File: config.mk
export PLATFORM = sky130hd
export DESIGN_NAME = seq_pattern_gen_flat
export DESIGN_NICKNAME = d
export VERILOG_FILES = /design/src/rtl/seq_pattern_gen_if.sv /design/src/rtl/seq_pattern_gen.sv /design/src/flat_wrapper.sv
export SDC_FILE = /design/constraint.sdc
export NUM_CORES = 1
export LEC_CHECK = 0
export BUFFER_PORTS_ARGS = -buffer_cell sky130_fd_sc_hd__buf_4
export CAP_MARGIN = 20
export CORE_MARGIN = 3
export CORE_UTILIZATION = 57
export DETAILED_ROUTE_END_ITERATION = 10
export PLACE_DENSITY = 0.88
export SLEW_MARGIN = 10
export SYNTH_ARGS = -nofsm -noshare
export SYNTH_HDL_FRONTEND = slang
export SYNTH_SLANG_ARGS = --single-unit
File: constraint.sdc
create_clock -name clk -period 2.4 [get_ports clk]
set_input_delay 0 -clock clk [delete_from_list [all_inputs] [get_ports clk]]
set_output_delay 0 -clock clk [all_outputs]
set_load 0.005 [all_outputs]
File: src/rtl/seq_pattern_gen_if.sv
// Bus bundle for seq_pattern_gen: transfer request/config inputs and serial outputs.
interface seq_pattern_gen_if #(
  parameter int unsigned PAT_W = 8,
  parameter int unsigned CNT_W = 8,
  parameter int unsigned GAP_W = 4
);
  localparam int unsigned LEN_W = $clog2(PAT_W) + 1;

  logic             start;
  logic [PAT_W-1:0] pattern;
  logic [LEN_W-1:0] pat_len;
  logic [CNT_W-1:0] repeat_cnt;
  logic [GAP_W-1:0] gap;
  logic             abort;
  logic             data_out;
  logic             data_valid;
  logic             frame_start;
  logic             busy;
  logic             done;
  logic             err;

  // Requester side: drives the transfer request, observes the serial line.
  modport master (
    output start, pattern, pat_len, repeat_cnt, gap, abort,
    input  data_out, data_valid, frame_start, busy, done, err
  );

  // Generator side.
  modport slave (
    input  start, pattern, pat_len, repeat_cnt, gap, abort,
    output data_out, data_valid, frame_start, busy, done, err
  );
endinterface

File: src/rtl/seq_pattern_gen.sv
// Serial bit-pattern transmitter: sends a 1..PAT_W bit pattern MSB-first, one bit
// per clock, repeated repeat_cnt+1 times with gap idle cycles between repetitions.
// Optional feature macro: SEQ_PATTERN_GEN_LFSR_FILL_EN (LFSR noise on data_out in gaps).
module seq_pattern_gen #(
  parameter int unsigned PAT_W = 8,
  parameter int unsigned CNT_W = 8,
  parameter int unsigned GAP_W = 4
) (
  input logic              clk,
  input logic              rst,
  seq_pattern_gen_if.slave bus
);
  localparam int unsigned LEN_W = $clog2(PAT_W) + 1;
  localparam int unsigned IDX_W = (PAT_W > 1) ? $clog2(PAT_W) : 1;

  typedef enum logic [1:0] {IDLE, SEND, GAP} state_t;

  state_t           state;
  logic [PAT_W-1:0] pat_q;
  logic [IDX_W-1:0] first_idx;
  logic [IDX_W-1:0] bit_idx;
  logic [CNT_W-1:0] rep_left;
  logic [GAP_W-1:0] gap_q;
  logic [GAP_W-1:0] gap_left;
  logic             data_out_q;
  logic             data_valid_q;
  logic             frame_start_q;
  logic             busy_q;
  logic             done_q;
  logic             err_q;

  logic             len_bad_c;
  logic [IDX_W-1:0] len_idx_c;
  logic             rep_end_c;
  logic             more_c;
  logic             fill_c;

  assign len_bad_c = (bus.pat_len == '0) || (bus.pat_len > LEN_W'(PAT_W));
  assign len_idx_c = IDX_W'(bus.pat_len - LEN_W'(1));
  assign rep_end_c = (bit_idx == '0);
  assign more_c    = (rep_left != '0);

`ifdef SEQ_PATTERN_GEN_LFSR_FILL_EN
  logic [7:0] lfsr;
  logic       fill_adv_c;

  // LFSR steps on every edge that loads a gap cycle onto data_out.
  assign fill_c     = lfsr[7];
  assign fill_adv_c = !bus.abort &&
                      (((state == SEND) && rep_end_c && more_c && (gap_q != '0)) ||
                       ((state == GAP) && (gap_left != GAP_W'(1))));

  // Fibonacci LFSR x^8+x^6+x^5+x^4+1, seed A5.
  always_ff @(posedge clk) begin
    if (rst) begin
      lfsr <= 8'hA5;
    end else if (fill_adv_c) begin
      lfsr <= {lfsr[6:0], lfsr[7] ^ lfsr[5] ^ lfsr[4] ^ lfsr[3]};
    end
  end
`else
  assign fill_c = 1'b0;
`endif

  // Transfer FSM with all outputs registered; pulses default low each cycle.
  always_ff @(posedge clk) begin
    if (rst) begin
      state         <= IDLE;
      pat_q         <= '0;
      first_idx     <= '0;
      bit_idx       <= '0;
      rep_left      <= '0;
      gap_q         <= '0;
      gap_left      <= '0;
      data_out_q    <= 1'b0;
      data_valid_q  <= 1'b0;
      frame_start_q <= 1'b0;
      busy_q        <= 1'b0;
      done_q        <= 1'b0;
      err_q         <= 1'b0;
    end else begin
      frame_start_q <= 1'b0;
      done_q        <= 1'b0;
      err_q         <= 1'b0;
      case (state)
        IDLE: begin
          if (bus.start && !bus.abort) begin
            if (len_bad_c) begin
              err_q <= 1'b1;
            end else begin
              state         <= SEND;
              pat_q         <= bus.pattern;
              first_idx     <= len_idx_c;
              bit_idx       <= len_idx_c;
              rep_left      <= bus.repeat_cnt;
              gap_q         <= bus.gap;
              data_out_q    <= bus.pattern[len_idx_c];
              data_valid_q  <= 1'b1;
              frame_start_q <= 1'b1;
              busy_q        <= 1'b1;
            end
          end
        end
        SEND: begin
          if (bus.abort) begin
            state        <= IDLE;
            data_out_q   <= 1'b0;
            data_valid_q <= 1'b0;
            busy_q       <= 1'b0;
          end else if (!rep_end_c) begin
            bit_idx    <= bit_idx - IDX_W'(1);
            data_out_q <= pat_q[bit_idx - IDX_W'(1)];
          end else if (more_c) begin
            rep_left <= rep_left - CNT_W'(1);
            if (gap_q != '0) begin
              state        <= GAP;
              gap_left     <= gap_q;
              data_out_q   <= fill_c;
              data_valid_q <= 1'b0;
            end else begin
              bit_idx       <= first_idx;
              data_out_q    <= pat_q[first_idx];
              frame_start_q <= 1'b1;
            end
          end else begin
            state        <= IDLE;
            data_out_q   <= 1'b0;
            data_valid_q <= 1'b0;
            busy_q       <= 1'b0;
            done_q       <= 1'b1;
          end
        end
        GAP: begin
          if (bus.abort) begin
            state        <= IDLE;
            data_out_q   <= 1'b0;
            data_valid_q <= 1'b0;
            busy_q       <= 1'b0;
          end else if (gap_left == GAP_W'(1)) begin
            state         <= SEND;
            bit_idx       <= first_idx;
            data_out_q    <= pat_q[first_idx];
            data_valid_q  <= 1'b1;
            frame_start_q <= 1'b1;
          end else begin
            gap_left   <= gap_left - GAP_W'(1);
            data_out_q <= fill_c;
          end
        end
        default: state <= IDLE;
      endcase
    end
  end

  assign bus.data_out    = data_out_q;
  assign bus.data_valid  = data_valid_q;
  assign bus.frame_start = frame_start_q;
  assign bus.busy        = busy_q;
  assign bus.done        = done_q;
  assign bus.err         = err_q;
endmodule

File: src/flat_wrapper.sv
// flat-port wrapper written by rule: the top's interface ports become plain ports
module seq_pattern_gen_flat 
#(
  parameter int unsigned PAT_W = 8,
  parameter int unsigned CNT_W = 8,
  parameter int unsigned GAP_W = 4
)
  (clk, rst, bus_start, bus_pattern, bus_pat_len, bus_repeat_cnt, bus_gap, bus_abort, bus_data_out, bus_data_valid, bus_frame_start, bus_busy, bus_done, bus_err);
  seq_pattern_gen_if #(.PAT_W(PAT_W), .CNT_W(CNT_W), .GAP_W(GAP_W)) bus_i ();
  input logic clk;
  input logic rst;
  input wire logic [$bits(bus_i.start)-1:0] bus_start;
  input wire logic [$bits(bus_i.pattern)-1:0] bus_pattern;
  input wire logic [$bits(bus_i.pat_len)-1:0] bus_pat_len;
  input wire logic [$bits(bus_i.repeat_cnt)-1:0] bus_repeat_cnt;
  input wire logic [$bits(bus_i.gap)-1:0] bus_gap;
  input wire logic [$bits(bus_i.abort)-1:0] bus_abort;
  output wire logic [$bits(bus_i.data_out)-1:0] bus_data_out;
  output wire logic [$bits(bus_i.data_valid)-1:0] bus_data_valid;
  output wire logic [$bits(bus_i.frame_start)-1:0] bus_frame_start;
  output wire logic [$bits(bus_i.busy)-1:0] bus_busy;
  output wire logic [$bits(bus_i.done)-1:0] bus_done;
  output wire logic [$bits(bus_i.err)-1:0] bus_err;
  assign bus_i.start = bus_start;
  assign bus_i.pattern = bus_pattern;
  assign bus_i.pat_len = bus_pat_len;
  assign bus_i.repeat_cnt = bus_repeat_cnt;
  assign bus_i.gap = bus_gap;
  assign bus_i.abort = bus_abort;
  assign bus_data_out = bus_i.data_out;
  assign bus_data_valid = bus_i.data_valid;
  assign bus_frame_start = bus_i.frame_start;
  assign bus_busy = bus_i.busy;
  assign bus_done = bus_i.done;
  assign bus_err = bus_i.err;
  seq_pattern_gen #(.PAT_W(PAT_W), .CNT_W(CNT_W), .GAP_W(GAP_W)) u_core (.clk(clk), .rst(rst), .bus(bus_i));
endmodule
# Word level (Yosys, flattened, before mapping)
# Index checks and enable logic that the tools add are counted.
# W data, S select, Z words.
word_totals:
  elab_cells: 137
  in_bits: 28
  reg_bits: 38
classes:
  n_addsub: 4
  reduce_logical: 21
  magnitude_cmp: 4
  bitwise: 5
  n_mux: 71
  eq_ne: 19
op_table:
  columns: ["operator", "n"]
  rows:
  - ["$mux W8", 5]
  - ["$mux W1", 33]
  - ["$mux W3", 8]
  - ["$mux W4", 6]
  - ["$reduce_and A6 Y1", 3]
  - ["$mux W2", 8]
  - ["$pmux W8 S2", 1]
  - ["$lt A3 B4 Y1 const B", 3]
  - ["$pmux W1 S3", 4]
  - ["$ne A2 B1 Y1 const B", 5]
  - ["$ne A2 B2 Y1 const B", 5]
  - ["$bmux W1 S3", 3]
  - ["$ne A3 B3 Y1 const B", 3]
  - ["$pmux W3 S3", 1]
  - ["$pmux W4 S2", 1]
  - ["$reduce_and A8 Y1", 1]
  - ["$reduce_bool A8 Y1", 1]
  - ["$sub A8 B1 Y8 const B", 1]
  - ["$reduce_and A7 Y1", 1]
  - ["$ne A3 B2 Y1 const B", 2]
  - ["$pmux W2 S3", 1]
  - ["$reduce_and A3 Y1", 2]
  - ["$sub A3 B1 Y3 const B", 2]
  - ["$not A1 Y1", 5]
  - ["other kinds (18)", 19]

# Logic depth before layout (Yosys ltp)
# Gate-level depths: netlist of the first run.
depth:
  depth_word: 7
  ltp_mapped: 9
  depth_no_buf: 7

# Least setup slack after synthesis of the first run
# No wires, ideal clock.
synth_timing:
  path_kind: "reg2reg"
  start: "reg u_core.state[1]"
  end: "reg u_core.rep_left[0]"
  required_ns: 2.278
  t_arrival_ns: 1.745
  path_slack_ns: 0.533
  setup_ns: 0.122
  stages_incl_launch_ff: 9
  synth_period_minus_slack_ns: 1.867
  path_buffers: 1
  path_cell_list: "dfxtp_1 -> inv_1 -> ha_1 -> inv_2 -> nor3_2 -> a22oi_2 -> or2_1 -> buf_4 -> o311a_1"
synth_between:
  elab_chain_cells: 3
synth_lines:
  columns: ["item", "line", "source"]
  rows:
  - ["start: declaration", "seq_pattern_gen.sv:18", "state_t state;"]
  - ["start signal: assignment", "seq_pattern_gen.sv:68", "state <= IDLE;"]
  - ["start signal: assignment", "seq_pattern_gen.sv:91", "state <= SEND;"]
  - ["start signal: assignment", "seq_pattern_gen.sv:106", "state <= IDLE;"]
  - ["$eq A2 B1 Y1 / $logic_not A2 Y1 (equally long branches)", "seq_pattern_gen.sv:85", "case (state)"]
  - ["$ne A2 B1 Y1 (no source line), or another cell as far along", null, null]
  - ["$reduce_and A6 Y1 (no source line)", null, null]
  - ["end signal: assignment", "seq_pattern_gen.sv:95", "rep_left <= bus.repeat_cnt;"]
  - ["end signal: assignment", "seq_pattern_gen.sv:114", "rep_left <= rep_left - CNT_W'(1);"]
  - ["end: declaration", "seq_pattern_gen.sv:22", "logic [CNT_W-1:0] rep_left;"]
# Parallel ways exist; a longest one is shown, timed or not.
# A chain may end at the register's enable or synchronous reset.

# Final worst setup path of the first run
layout_timing:
  start: "reg u_core.state[1]"
  end: "reg u_core.state[0]"
layout_between:
  elab_chain_cells: 3
layout_lines:
  columns: ["item", "line"]
  rows:
  - ["$eq A2 B1 Y1, or another cell as far along", "seq_pattern_gen.sv:85"]
  - ["$ne A4 B4 Y1 (no source line), or another cell as far along", null]
  - ["$reduce_and A5 Y1 (no source line)", null]
# Parallel ways exist; a longest one is shown, timed or not.

==> flow_summary.json, run 1 <==
{
  "grt_max_degree": 38,
  "startpoint_type": "flop",
  "crit_required_ns": 2.58,
  "n_antenna_cell": 0,
  "cp-end-kind": "flop",
  "wl_um": 6340,
  "min_path_type": "input port to flop",
  "maxCapViolCount": 0,
  "clock_path_buffers": 2,
  "crit_chain": "inv_1 > ha_1 > inv_2 > nor2_1 > a22o_1 > o311ai_0 > o41ai_1",
  "placed_cell_area_um2": 2620,
  "ctsResizeCount": 0,
  "final_layout_size_suffix_gt1_frac": 0.192,
  "routabilityCongestion": 0.935,
  "syn_inst": 279,
  "worst-path-max-fanout": 19,
  "synthesis.nets": 319,
  "cp.arrival_ns": 2.34,
  "ys.flop_type": "dfxtp_1",
  "postCtsHoldBufs": 13,
  "path_clk_slew_ns": 0.08,
  "grt_pass1_vias": 2350,
  "layoutNonFillerInstCount": 371,
  "numPortBuffers": 33,
  "path_delay_family": "compound AO/OA/AOI/OAI gates",
  "cts_tree": "yes",
  "async_reset_ff_frac": 0,
  "hpwl_um": 4120,
  "finalCritPeriodShare": 0.902,
  "wire_per_inst_um": 17.1,
  "yosys.cell_count.top_type": "dfxtp_1",
  "max_freq_mhz": 462,
  "status": "complete, no violations",
  "crit_buf_inv": 2,
  "synth_common_cells": "dfxtp_1, nand2_1, a21oi_1, nor2_1, inv_1",
  "tns_ns": 0,
  "power_switching_mw": 1.15,
  "vias_per_cell": 6.30,
  "clkPwrFrac": 0.179,
  "grtUsageTotal": 0.267,
  "die-area_um2": 4910,
  "synth_area_leaders": "dfxtp_1, ha_1, a21oi_1",
  "post_cts_buffers": 0,
  "core-area_um2": 3800,
  "fin_worst_skew_ns": 0.00418,
  "p_seq_frac": 0.321,
  "drt-pass1-iter-count": 4,
  "combPwrFrac": 0.499,
  "critPathKind": "flop to flop",
  "cts_buffers": 5,
  "final_cell_area_um2": 2840,
  "die_x_um": 70.1,
  "num_rows": 22,
  "fillers": 291,
  "internal_power_mw": 1.53,
  "place_inst": 350,
  "setup_viol": 0,
  "antenna_found_initial": 0,
  "yosysTopAreaCell": "dfxtp_1",
  "yosysUniqueCellTypes": 57,
  "ir_drop_mv": 0.470,
  "hold_viol": 0,
  "synth_top_area_frac": 0.325,
  "die_y_um": 70.1,
  "syn2layout_area_growth_pct": 21.5,
  "rsz0062_at_grt": "no",
  "max_stage_delay_ns": 0.43,
  "drtAntennaViolNets": 0,
  "p_sw_frac": 0.430,
  "maxSlewHeadroom": 0.574,
  "cts.sinks": 38,
  "synth-edff-count": 0,
  "tightest_slew_ns": 0.633,
  "crit_path_top_delay_cell": "dfxtp_1",
  "drv_slew": 0,
  "grt_overflow": 0,
  "yosysWarnings": 0,
  "route.vias.total": 2336,
  "drt-initial-drc-count": 322,
  "clockRootBuffer": "clkbuf_8",
  "p_per_area_nw_per_um2": 945,
  "grt_pass1_wl_um": 10700,
  "start_util": 0.616,
  "synth_seq_cells": 38,
  "drc": 0,
  "ys_seq_area_frac": 0.325,
  "fin_nets": 362,
  "cts-htree-levels": 2,
  "p_leak_nw": 1.10,
  "io_pins": 34,
  "synth_area_um2": 2340,
  "fin_crit_ns": 2.17,
  "insertion_delay_ns": 0.30,
  "syn_area_per_cell_um2": 8.38
}
[final cells by class]
class	instances	area (µm²)	area share
clock buffers	6	82.6	0.0291
clock inverters	2	12.5	0.00441
inverters	14	52.6	0.0185
multi-input cells	213	1460	0.515
flip-flops and latches	38	761	0.268
well taps	48	60.1	0.0211
repair buffers	50	408	0.144
[per-layer routing]
layer	part of all wire	track usage
met4	0.024	0.121
met5	0	0
met2	0.51	0.461
met1	0.42	0.325
met3	0.050	0.0432
[power groups by stage]
stage          logic, mW  clock network (mW)  registers, mW
2_1_floorplan      0.967                   0          0.848
3_3_place_gp        1.25                   0          0.867
3_5_place_dp        1.28                   0          0.869
4_1_cts             1.31               0.473          0.858
5_1_grt             1.48               0.498          0.879
6_report            1.34               0.481          0.863
[per-stage QoR]
stage	worst slack (ns)	total power [mW]	hold WS (ns)	utilization
floorplan	0.533	1.82	0.0956	-
global placement	0.460	2.12	0.254	0.688
detailed placement	0.324	2.15	0.251	0.688
CTS	0.250	2.64	0.0255	0.748
global route	0.111	2.85	0.0381	0.748
finish	0.235	2.68	0.0220	0.748
[cell usage in the layout (no fill, tap or decap), drive strengths merged, types with 4 or more instances in the layout]
cell	instances
dfxtp	38
buf	37
nand2	36
nor2	27
a21oi	27
inv	14
dlygate4sd3	13
ha	12
o21ai	10
a211oi	8
nor3	8
o31ai	7
nor2b	6
mux4	6
clkbuf	6
o311ai	5
mux2i	4
and3	4
a22oi	4
[worst reg2reg max path, stage by stage (launching register included)]
cell and delay [ns]:
dfxtp_1 0.43, inv_1 0.10, ha_1 0.22, inv_2 0.28
nor2_1 0.17, a22o_1 0.32, o311ai_0 0.38, o41ai_1 0.13
[registers in the layout (all words and copies together), names as in the netlist]
| signal | count |
|---|---|
| u_core.bit_idx | 3 |
| u_core.bus.busy | 1 |
| u_core.bus.data_out | 1 |
| u_core.bus.data_valid | 1 |
| u_core.bus.done | 1 |
| u_core.bus.err | 1 |
| u_core.bus.frame_start | 1 |
| u_core.first_idx | 3 |
| u_core.gap_left | 4 |
| u_core.gap_q | 4 |
| u_core.pat_q | 8 |
| u_core.rep_left | 8 |
| u_core.state | 2 |
[worst paths after layout]
| check | from | endpoint | slack [ns] | depth (start not counted) |
|---|---|---|---|---|
| worst max-delay path | u_core.state[1] | u_core.state[0] | 0.23 | 7 |
| worst min-delay path | bus_repeat_cnt[5] | u_core.rep_left[5] | 0.02 | 3 |
| worst max register to register | u_core.state[1] | u_core.state[0] | 0.23 | 7 |
| worst min register to register | u_core.gap_left[1] | u_core.gap_left[1] | 0.48 | 2 |
[cell families (layout without fill, tap and decap cells)]
group / after synthesis / count (layout) / synth area share
AO/OA/AOI/OAI: 86 / 86 / 0.257
XOR/XNOR: 3 / 3 / 0.0144
buffers and inverters: 28 / 72 / 0.0487
AND/OR/NAND/NOR: 102 / 102 / 0.216
flip-flops: 38 / 38 / 0.325
adder cells (fa/ha/maj): 12 / 12 / 0.0642
multiplexers: 10 / 10 / 0.0749
Note: power is estimated with default switching activity, not from simulation.
==> run 2, diff against run 1 <==
Settings changed: BUFFER_PORTS_ARGS -buffer_cell sky130_fd_sc_hd__buf_4 to -buffer_cell sky130_fd_sc_hd__buf_2.
==> flow_summary.json, run 2 (synthesized netlist as in run 1, its figures left out) <==
{
  "status": "complete, no violations",
  "p_sw_frac": 0.414,
  "die-area_um2": 4910,
  "regArea_um2": 761,
  "tns_ns": 0,
  "cts_tree": "yes",
  "top_regs": "u_core.pat_q x8, u_core.rep_left x8",
  "grt_overflow": 0,
  "final_layout_size_suffix_gt1_frac": 0.189,
  "wl_um": 6190,
  "layoutNonFillerInstCount": 370,
  "n_antenna_cell": 0,
  "crit_start": "bus_pat_len[0]",
  "dr_wl_met3_um": 426,
  "finish.utilization": 0.731,
  "startpoint_type": "input port",
  "drtAntennaViolNets": 0,
  "topRoutingLayerUsed": "met4",
  "start_util": 0.616,
  "drt-pass1-iter-count": 5,
  "crit_chain": "dlygate4sd3_1 > buf_2 > inv_1 > ha_1 > nor2b_1 > xnor2_2 > a21boi_1 > buf_4 > or2_1 > o311a_1",
  "combPwrFrac": 0.485,
  "m1WireLength_um": 2610,
  "grt_pass1_wl_um": 10400,
  "num_rows": 22,
  "min_path_type": "input port to flop",
  "antenna_found_initial": 0,
  "final_cell_mix": "dfxtp_1, nand2_1, buf_2",
  "clockRootBuffer": "clkbuf_8",
  "fin_crit_ns": 2.22,
  "wire_per_inst_um": 16.7,
  "wl_met2_um": 3020,
  "io_pins": 34,
  "core-area_um2": 3800,
  "cp-end-kind": "flop",
  "route.vias.total": 2355,
  "hold_start": "bus_repeat_cnt[2]",
  "worst-path-max-fanout": 14,
  "die_y_um": 70.1,
  "grt_max_degree": 38,
  "grtUsageTotal": 0.258,
  "die_x_um": 70.1,
  "crit_required_ns": 2.58,
  "max_stage_delay_ns": 0.51,
  "maxCapViolCount": 0,
  "maxSlewHeadroom": 0.540,
  "max_freq_mhz": 450,
  "syn2layout_area_growth_pct": 18.7,
  "power_switching_mw": 1.14,
  "routabilityCongestion": 0.927,
  "p_leak_nw": 1.09,
  "cp.arrival_ns": 2.41,
  "insertion_delay_ns": 0.29,
  "drt-initial-drc-count": 218,
  "path_clk_slew_ns": 0.07,
  "cts_buffers": 5,
  "drc": 0,
  "place_inst": 350,
  "cts.sinks": 38,
  "cts-htree-levels": 2,
  "rsz0062_at_grt": "no",
  "tightest_slew_ns": 0.689,
  "drv_slew": 0,
  "final_common_cell": "dfxtp_1",
  "p_per_area_nw_per_um2": 990,
  "grt_pass1_vias": 2370,
  "pre_cts_slack_ns": 0.339,
  "ir_drop_mv": 0.517,
  "worst_slack_ns": 0.176,
  "vias_per_cell": 6.36,
  "numPortBuffers": 33,
  "finalCritPeriodShare": 0.927,
  "crit_path_top_delay_cell": "dlygate4sd3_1",
  "fin_worst_skew_ns": 0.00648,
  "fillers": 279,
  "r2r-start": "u_core.state[1]",
  "multi_input_area_um2": 1460,
  "clkPwrFrac": 0.201,
  "critPathKind": "input port to flop",
  "internal_power_mw": 1.61,
  "p_seq_frac": 0.314,
  "clock_path_buffers": 2,
  "setup_viol": 0,
  "ctsResizeCount": 0,
  "hold_viol": 0,
  "hpwl_um": 4120,
  "fin_nets": 362
}
## run 2: changes by cell type in the layout (fill, tap and decap cells not counted), sizes merged
cell / change
clkinv: -1
clkinvlp: -1
bufinv: +1
## run 2: path summary, 6_finish.rpt
kind,cells after the start,to,slack (ns)
setup / recovery,10,u_core.rep_left[0],0.18
hold / removal,3,u_core.rep_left[2],0.03
setup reg to reg,7,u_core.bus.data_valid,0.26
hold reg to reg,2,u_core.bus.data_valid,0.46
## run 2: area by class of cell
class,instances,share of cell area
multi-input cells,213,0.528
flip-flops and latches,38,0.274
repair buffers,50,0.117
clock buffers,6,0.0298
well taps,48,0.0216
inverters,14,0.0189
clock inverters,1,0.0108
## run 2: metrics by stage
| stage | power, mW | hold WS, ns | instance area, µm² |
|---|---|---|---|
| 2_1_floorplan | 1.82 | 0.0956 | 2340 |
| 3_3_place_gp | 2.09 | 0.246 | 2530 |
| 3_5_place_dp | 2.13 | 0.252 | 2530 |
| 4_1_cts | 2.71 | 0.0303 | 2780 |
| 5_1_grt | 2.92 | 0.0445 | 2780 |
| 6_report | 2.75 | 0.0296 | 2780 |
## run 2: timing repair
item,in CTS,in global routing
setup buffers,0,0
endpoints found under the hold margin,13,0
hold buffers,13,0
## run 2: metal layers
| metal | vias up | global-route usage |
|---|---|---|
| li1 | 1117 | - |
| met1 | 1104 | 0.305 |
| met2 | 118 | 0.439 |
| met3 | 16 | 0.0561 |
| met4 | 0 | 0.126 |
| met5 | - | 0 |
## run 2: worst max-delay path, delay by kind of cell
kind	cells	cell delay (ns)
buffers and inverters	4	0.93
and+or+nand+nor	2	0.52
AOI/OAI and AO/OA	2	0.48
xor gates and xnor gates	1	0.25
adders and majority gates	1	0.21
## run 2: power groups by stage
stage	clock network, mW	logic, mW	registers [mW]
after floorplan	0	0.967	0.848
after global placement	0	1.23	0.865
after detailed placement	0	1.26	0.871
after CTS	0.558	1.29	0.857
after global routing	0.582	1.46	0.873
final	0.552	1.33	0.862
==> run 3, diff against run 2 <==
Settings changed: CORE_UTILIZATION 57 to 51, PLACE_DENSITY 0.88 to 0.8.
==> flow_summary.json, run 3 (synthesized netlist as in run 1, its figures left out) <==
{
  "status": "complete, no violations",
  "tns_ns": 0,
  "min_path_type": "input port to flop",
  "grt_pass1_vias": 2171,
  "top_regs": "u_core.pat_q x8, u_core.rep_left x8",
  "maxSlewHeadroom": 0.530,
  "drv_slew": 0,
  "num_rows": 23,
  "drtAntennaViolNets": 0,
  "vias_per_cell": 6.21,
  "insertion_delay_ns": 0.29,
  "cts_buffers": 5,
  "path_clk_slew_ns": 0.08,
  "drc": 0,
  "post_cts_buffers": 0,
  "clock_path_buffers": 2,
  "place_inst": 353,
  "cp-end-kind": "flop",
  "final_cell_mix": "dfxtp_1, nand2_1, buf_2",
  "maxCapViolCount": 0,
  "grt_max_degree": 38,
  "startpoint_type": "flop",
  "setup_viol": 0,
  "crit_required_ns": 2.61,
  "syn2layout_area_growth_pct": 17.8,
  "numPortBuffers": 33,
  "pre_cts_slack_ns": 0.413,
  "cts-htree-levels": 2,
  "die-area_um2": 5430,
  "timing.hold.ws_ns": 0.00664,
  "die_x_um": 73.7,
  "worst-path-max-fanout": 7,
  "fin_crit_ns": 2.08,
  "finish.utilization": 0.655,
  "cts.sinks": 38,
  "layoutNonFillerInstCount": 373,
  "hpwl_um": 4240,
  "clockRootBuffer": "clkbuf_8",
  "start_util": 0.557,
  "grt_overflow": 0,
  "p_per_area_nw_per_um2": 960,
  "worst_slack_ns": 0.315,
  "hold_viol": 0,
  "wl_um": 6180,
  "grt_pass1_wl_um": 10300,
  "finalCritPeriodShare": 0.869,
  "cp.arrival_ns": 2.30,
  "n_antenna_cell": 0,
  "p_leak_nw": 1.08,
  "antenna_found_initial": 0,
  "final_common_cell": "dfxtp_1",
  "drt-initial-drc-count": 294,
  "core-area_um2": 4200,
  "io_pins": 34,
  "die_y_um": 73.7,
  "tightest_slew_ns": 0.704,
  "final_layout_size_suffix_gt1_frac": 0.192,
  "routabilityCongestion": 0.898,
  "ir_drop_mv": 0.622,
  "fin_nets": 362,
  "critPathKind": "flop to flop",
  "grtUsageTotal": 0.242,
  "fin_worst_skew_ns": 0.00767,
  "wire_per_inst_um": 16.6,
  "max_freq_mhz": 480,
  "route.vias.total": 2317,
  "rsz0062_at_grt": "no",
  "drt-pass1-iter-count": 5,
  "cts_tree": "yes"
}
run 3: changes by cell type in the layout (fill, tap and decap cells not counted), sizes merged:
cell / delta
clkinv: +1
dlygate4sd3: -1
clkbuf: +1
bufinv: -1
buf: +1
run 3: final timing paths:
check | start | to | slack, ns | cells past startpoint
worst max-delay path | u_core.rep_left[0] | u_core.gap_left[2] | 0.32 | 7
worst min-delay path | bus_pat_len[0] | u_core.first_idx[0] | 0.007 | 2
worst max register to register | u_core.rep_left[0] | u_core.gap_left[2] | 0.32 | 7
worst min register to register | u_core.bus.data_valid | u_core.bus.data_valid | 0.46 | 2
run 3: final cells by class:
class / count / area (µm²)
multi-input combinational: 213 / 1460
fill: 370 / 1450
sequential: 38 / 761
timing repair buffer: 50 / 323
clock buffer: 7 / 86.3
tap: 50 / 62.6
inverter: 14 / 52.6
clock inverter: 1 / 5.00
run 3: per-layer routing:
metal  track usage  vias to the layer above  share of wire
li1              -                     1119              -
met1         0.338                     1093           0.46
met2         0.381                       98           0.47
met3        0.0424                        7          0.061
met4        0.0724                        0         0.0099
met5             0                        -              0
run 3: worst max-delay path: stages (launching register included):
cell and delay, ns:
dfxtp_1 0.36, inv_1 0.09, ha_1 0.20, nor3b_1 0.17
a211oi_1 0.44, o221ai_2 0.26, or2_2 0.34, a21oi_1 0.14
run 3: through the flow:
stage          instance area, µm²  total power, mW
2_1_floorplan                2340             1.82
3_3_place_gp                 2540             2.11
3_5_place_dp                 2540             2.14
4_1_cts                      2750             2.62
5_1_grt                      2750             2.84
6_report                     2750             2.64
run 3: what timing repair did:
item | in CTS | in global routing
hold endpoints to repair | 12 | 0
resized for setup | 0 | 0
hold buffers | 12 | 0
run 3: power breakdown:
group / internal [mW] / switching, mW / leakage (nW)
combinational: 0.537 / 0.781 / 0.725
sequential: 0.746 / 0.116 / 0.309
clock: 0.232 / 0.231 / 0.0482
